==> src/rtl/spi_xfer_ctrl.sv <==
// Single-byte SPI master transfer controller: CS lead, 16 SCK edges, CS lag.
// Mode (cpol/cpha), divider and data are latched at start and held for the whole transfer.
module spi_xfer_ctrl #(
    parameter int unsigned DIVW = 32
) (
    input  logic            CLK,
    input  logic            RST,
    input  logic [DIVW-1:0] divider,
    input  logic            cpol,
    input  logic            cpha,
    input  logic            start,
    input  logic [7:0]      tx_data,
    input  logic            MISO,
    output logic            busy,
    output logic            done,
    output logic [7:0]      rx_data,
    output logic            SCK,
    output logic            MOSI,
    output logic            CS_n
);

    typedef enum logic [1:0] {IDLE, SETUP, XFER, HOLD} state_t;

    state_t          state_q;
    logic [DIVW-1:0] cnt_q;
    logic [DIVW-1:0] div_q;
    logic            cpol_q;
    logic            cpha_q;
    logic [4:0]      edge_q;
    logic [7:0]      tx_sh_q;
    logic [7:0]      rx_sh_q;
    logic [7:0]      rx_data_q;
    logic            sck_q;
    logic            mosi_q;
    logic            cs_n_q;
    logic            done_q;

    logic            tick;
    logic [4:0]      edge_d;
    logic            sample_en;
    logic            shift_en;

    always_comb begin
        tick   = (cnt_q == div_q);
        edge_d = edge_q + 5'd1;
        // cpha=0: sample odd edges, shift even edges except the last;
        // cpha=1: sample even edges, shift odd edges except the first.
        if (cpha_q) begin
            sample_en = ~edge_d[0];
            shift_en  = edge_d[0] && (edge_d != 5'd1);
        end else begin
            sample_en = edge_d[0];
            shift_en  = ~edge_d[0] && (edge_d != 5'd16);
        end
    end

    always_ff @(posedge CLK) begin
        if (RST) begin
            state_q   <= IDLE;
            cnt_q     <= '0;
            div_q     <= '0;
            cpol_q    <= 1'b0;
            cpha_q    <= 1'b0;
            edge_q    <= '0;
            tx_sh_q   <= '0;
            rx_sh_q   <= '0;
            rx_data_q <= '0;
            sck_q     <= 1'b0;
            mosi_q    <= 1'b0;
            cs_n_q    <= 1'b1;
            done_q    <= 1'b0;
        end else begin
            done_q <= 1'b0;
            case (state_q)
                IDLE: begin
                    cnt_q  <= '0;
                    edge_q <= '0;
                    sck_q  <= cpol_q;
                    mosi_q <= 1'b0;
                    cs_n_q <= 1'b1;
                    if (start) begin
                        state_q <= SETUP;
                        div_q   <= divider;
                        cpol_q  <= cpol;
                        cpha_q  <= cpha;
                        sck_q   <= cpol;
                        tx_sh_q <= tx_data;
                        mosi_q  <= tx_data[7];
                        rx_sh_q <= '0;
                        cs_n_q  <= 1'b0;
                    end
                end
                SETUP: begin
                    if (tick) begin
                        cnt_q   <= '0;
                        state_q <= XFER;
                    end else begin
                        cnt_q <= cnt_q + 1'b1;
                    end
                end
                XFER: begin
                    if (tick) begin
                        cnt_q  <= '0;
                        sck_q  <= ~sck_q;
                        edge_q <= edge_d;
                        if (sample_en) rx_sh_q <= {rx_sh_q[6:0], MISO};
                        if (shift_en) begin
                            tx_sh_q <= {tx_sh_q[6:0], 1'b0};
                            mosi_q  <= tx_sh_q[6];
                        end
                        if (edge_d == 5'd16) state_q <= HOLD;
                    end else begin
                        cnt_q <= cnt_q + 1'b1;
                    end
                end
                HOLD: begin
                    if (tick) begin
                        cnt_q     <= '0;
                        state_q   <= IDLE;
                        cs_n_q    <= 1'b1;
                        mosi_q    <= 1'b0;
                        done_q    <= 1'b1;
                        rx_data_q <= rx_sh_q;
                    end else begin
                        cnt_q <= cnt_q + 1'b1;
                    end
                end
                default: state_q <= IDLE;
            endcase
        end
    end

    assign busy    = (state_q != IDLE);
    assign done    = done_q;
    assign rx_data = rx_data_q;
    assign SCK     = sck_q;
    assign MOSI    = mosi_q;
    assign CS_n    = cs_n_q;

endmodule

==> config.mk <==
export PLATFORM = sky130hd
export DESIGN_NAME = spi_xfer_ctrl
export DESIGN_NICKNAME = d
export VERILOG_FILES = /design/src/rtl/spi_xfer_ctrl.sv
export SDC_FILE = /design/constraint.sdc
export NUM_CORES = 1
export LEC_CHECK = 0
export ABC_AREA = 1
export CAP_MARGIN = 20
export CORE_MARGIN = 2
export CORE_UTILIZATION = 51
export CTS_CLUSTER_DIAMETER = 60
export DETAILED_ROUTE_END_ITERATION = 10
export GPL_TIMING_DRIVEN = 0
export PLACE_DENSITY = 0.77
export SETUP_SLACK_MARGIN = 0.4
export SYNTH_ARGS = -nofsm -noshare
export SYNTH_HDL_FRONTEND = slang
export SYNTH_SLANG_ARGS = --single-unit
export TNS_END_PERCENT = 20
==> constraint.sdc <==
create_clock -name CLK -period 1.6 [get_ports CLK]
set_input_delay 0.32 -clock CLK [delete_from_list [all_inputs] [get_ports CLK]]
set_output_delay 0.32 -clock CLK [all_outputs]
set_load 0.05 [all_outputs]
==> metrics <==
outcome=finished with violations; failing checks=negative setup slack; Net count, final=approximately 860; HP Class=in -> reg; Rel. slew slack=0.638; total power=between 9 and 10 mW; Port-buffer cells=57; Worst Path Max Fanout=6; number of global-route vias before repair=4484; #FFs+latches synth=100; CTS tree=yes; Pleak=about 2.7 nW; fmax=~570 MHz; Final Max Slew Viols=0; Wirelength per Cell=13.9 microns; pwr dens=1450 nW/um^2; drt drc=0; DR pass1 iterations=5; CTS H-tree depth=3; CTS buffer count=9; layout cells sized above 1=0.268; syn nets=758; fraction of the mapped netlist area in adder cells=0.0174; Worst-Skew Late Latency=360 ps; First DRT Iteration DRCs=191; CP cell instances=xnor2_1 -> nand2_1 -> nor2_1 -> nand2_1 -> nor2_4 -> buf_4 -> buf_6 -> nand3_4 -> buf_6 -> nand3_1 -> nand3_1; Fin Clk Skew=7.32 ps; clk root buf=clkbuf_8; n_diodes=0; Max Cap Viol=0; Clock transition at path regs=100 ps; most frequent cells in the layout=nand2_1, nor2_1, dfxtp_1; Final setup viols=50; RSZ-0062 raised after global routing=true; crit path kind=reg -> reg; Syn-to-layout area delta=32.8%; Setup WS post-layout=-165 ps; vias per inst=just over 5; Largest stage delay, worst path=around 400 ps; All-Layer GR Usage=0.245; largest family of logic cells by synthesized area=simple AND/OR/NAND/NOR gates; I/O pin cnt=59; post-synthesis simple-gate area fraction=0.331; Req. time, crit path=about 1900 ps; Placer Congestion=around 0.9; Hold Fails Final Rpt=0; Synth Area in XOR/XNOR=0.0690; Synth area leaders=dfxtp_1, nand2_1, nor2_1; total grt overflow=0; via count=4818; WHS=358 ps; post-synthesis sequential area ratio=0.397; clock sinks=100; hpwl dp=9000 microns; mux share of post-synthesis cell area=0; Avg Inst Size Synth=between 7 and 8 sq um; Antenna Nets Post-Route=0; startpoint types=flip-flop; yosys warns=0; Slew @ Worst Pin=approximately 540 ps; Worst setup EP type=flip-flop; Worst Path Arrival=2010 ps; post-synthesis compound-gate area fraction=0.0978; most common library cell in the layout ignoring fill and taps=nand2_1; synthesized area=5040 sq um; Die H=103 microns; family with the most delay on the worst path=simple AND/OR/NAND/NOR gates; Yosys top cell by area=dfxtp_1; Synth cell types=39; core area=9680 sq um; synthesized instance count=705; Final min period=1770 ps; Yosys top cell area share=0.397; full die area=10700 sq um; first-pass GRT wire length=20400 microns; Slowest cell on crit path=dfxtp_4; Clock Tree Buf Depth=2; Critical path buffers and inverters=3; die span in x=roughly 100 microns; fin crit share=1.10; WL final=roughly 13000 microns; Rows=36; largest net degree at the start of global routing=16; Peak supply drop=1320 uV; initial antenna violation count=0; Initial Utilization=0.520
==> timing repair <==
| action | CTS | global route |
|---|---|---|
| setup endpoints to repair | 113 | 113 |
| cloned | 3 | 1 |
| gates resized for setup | 154 | 58 |
| hold buffers | 0 | 0 |
| pin swaps | 15 | 24 |
| buffers inserted | 13 | 15 |
==> synth_stat cells (all sizes together) <==
cell type and number:
nor3 12, clkbuf 12, nand4 14, inv 80, or2 4, nor4 4, o22ai 1, ha 7
a21oi 37, o21ai 54, xor2 10, clkinv 1, nand2 153, a31oi 2, xnor2 28, o21a 1
nand3 25, nor2 140, nor3b 5, nand3b 1, buf 14, dfxtp 100
==> routing by layer <==
layer  vias to the layer above  GRT usage  part of all wire  wire [microns]
met5                         -          0                 0               0
met2                       146      0.438              0.51            6670
met3                        29     0.0329             0.053             700
met1                      2223      0.299              0.41            5390
met4                         0     0.0951             0.025             333
li1                       2420          -                 -               -
==> path summary, 6_finish.rpt <==
| path | from | cells past startpoint | slack (ps) | to |
|---|---|---|---|---|
| hold reg to reg | cnt_q[0] | 1 | 470 | cnt_q[0] |
| setup reg to reg | cnt_q[2] | 11 | -170 | CS_n |
| hold / removal | RST | 2 | 360 | done |
| setup / recovery | cnt_q[2] | 11 | -170 | CS_n |
==> logic make-up after synthesis <==
| logic type | after synthesis |
|---|---|
| compound gates | 95 |
| simple gates | 358 |
| buf+inv | 107 |
| xor+xnor | 38 |
| fa+ha+maj | 7 |
| flops | 100 |
==> layout make-up <==
cell class | count | area (sq um)
Fill cell | 769 | 2990
Multi-Input combinational cell | 499 | 2850
Sequential cell | 100 | 2070
Timing Repair Buffer | 88 | 883
Inverter | 81 | 315
Buffer | 26 | 194
Clock buffer | 12 | 176
Tap cell | 133 | 166
Clock inverter | 3 | 42.5
==> power breakdown <==
part,internal [mW],switching [mW],total [mW]
combinational,1.94,2.72,4.66
clock,0.893,0.873,1.77
sequential,2.97,0.332,3.30
==> sequential cells by signal, indices dropped and copies added, names as in the netlist, 2 cells and up <==
| name | cells |
|---|---|
| rx_data | 8 |
| tx_sh_q | 7 |
| rx_sh_q | 8 |
| state_q | 2 |
| div_q | 32 |
| cnt_q | 32 |
| edge_q | 5 |
==> stage by stage <==
| stage | instances | setup slack [ps] | instance area (sq um) | utilization | setup TNS (ps) |
|---|---|---|---|---|---|
| final | 942 | -165 | 6690 | 0.691 | -3940 |
| after global routing | 942 | -288 | 6690 | 0.691 | -10380 |
| after CTS | 926 | -188 | 6420 | 0.663 | -4330 |
| after detailed placement | 895 | -457 | 5900 | 0.609 | -21600 |
| after global placement | 895 | -403 | 5900 | 0.609 | -19040 |
| after floorplan | 705 | -61.3 | 5160 | - | -67.6 |
Note: power is estimated with default switching activity, not from simulation.
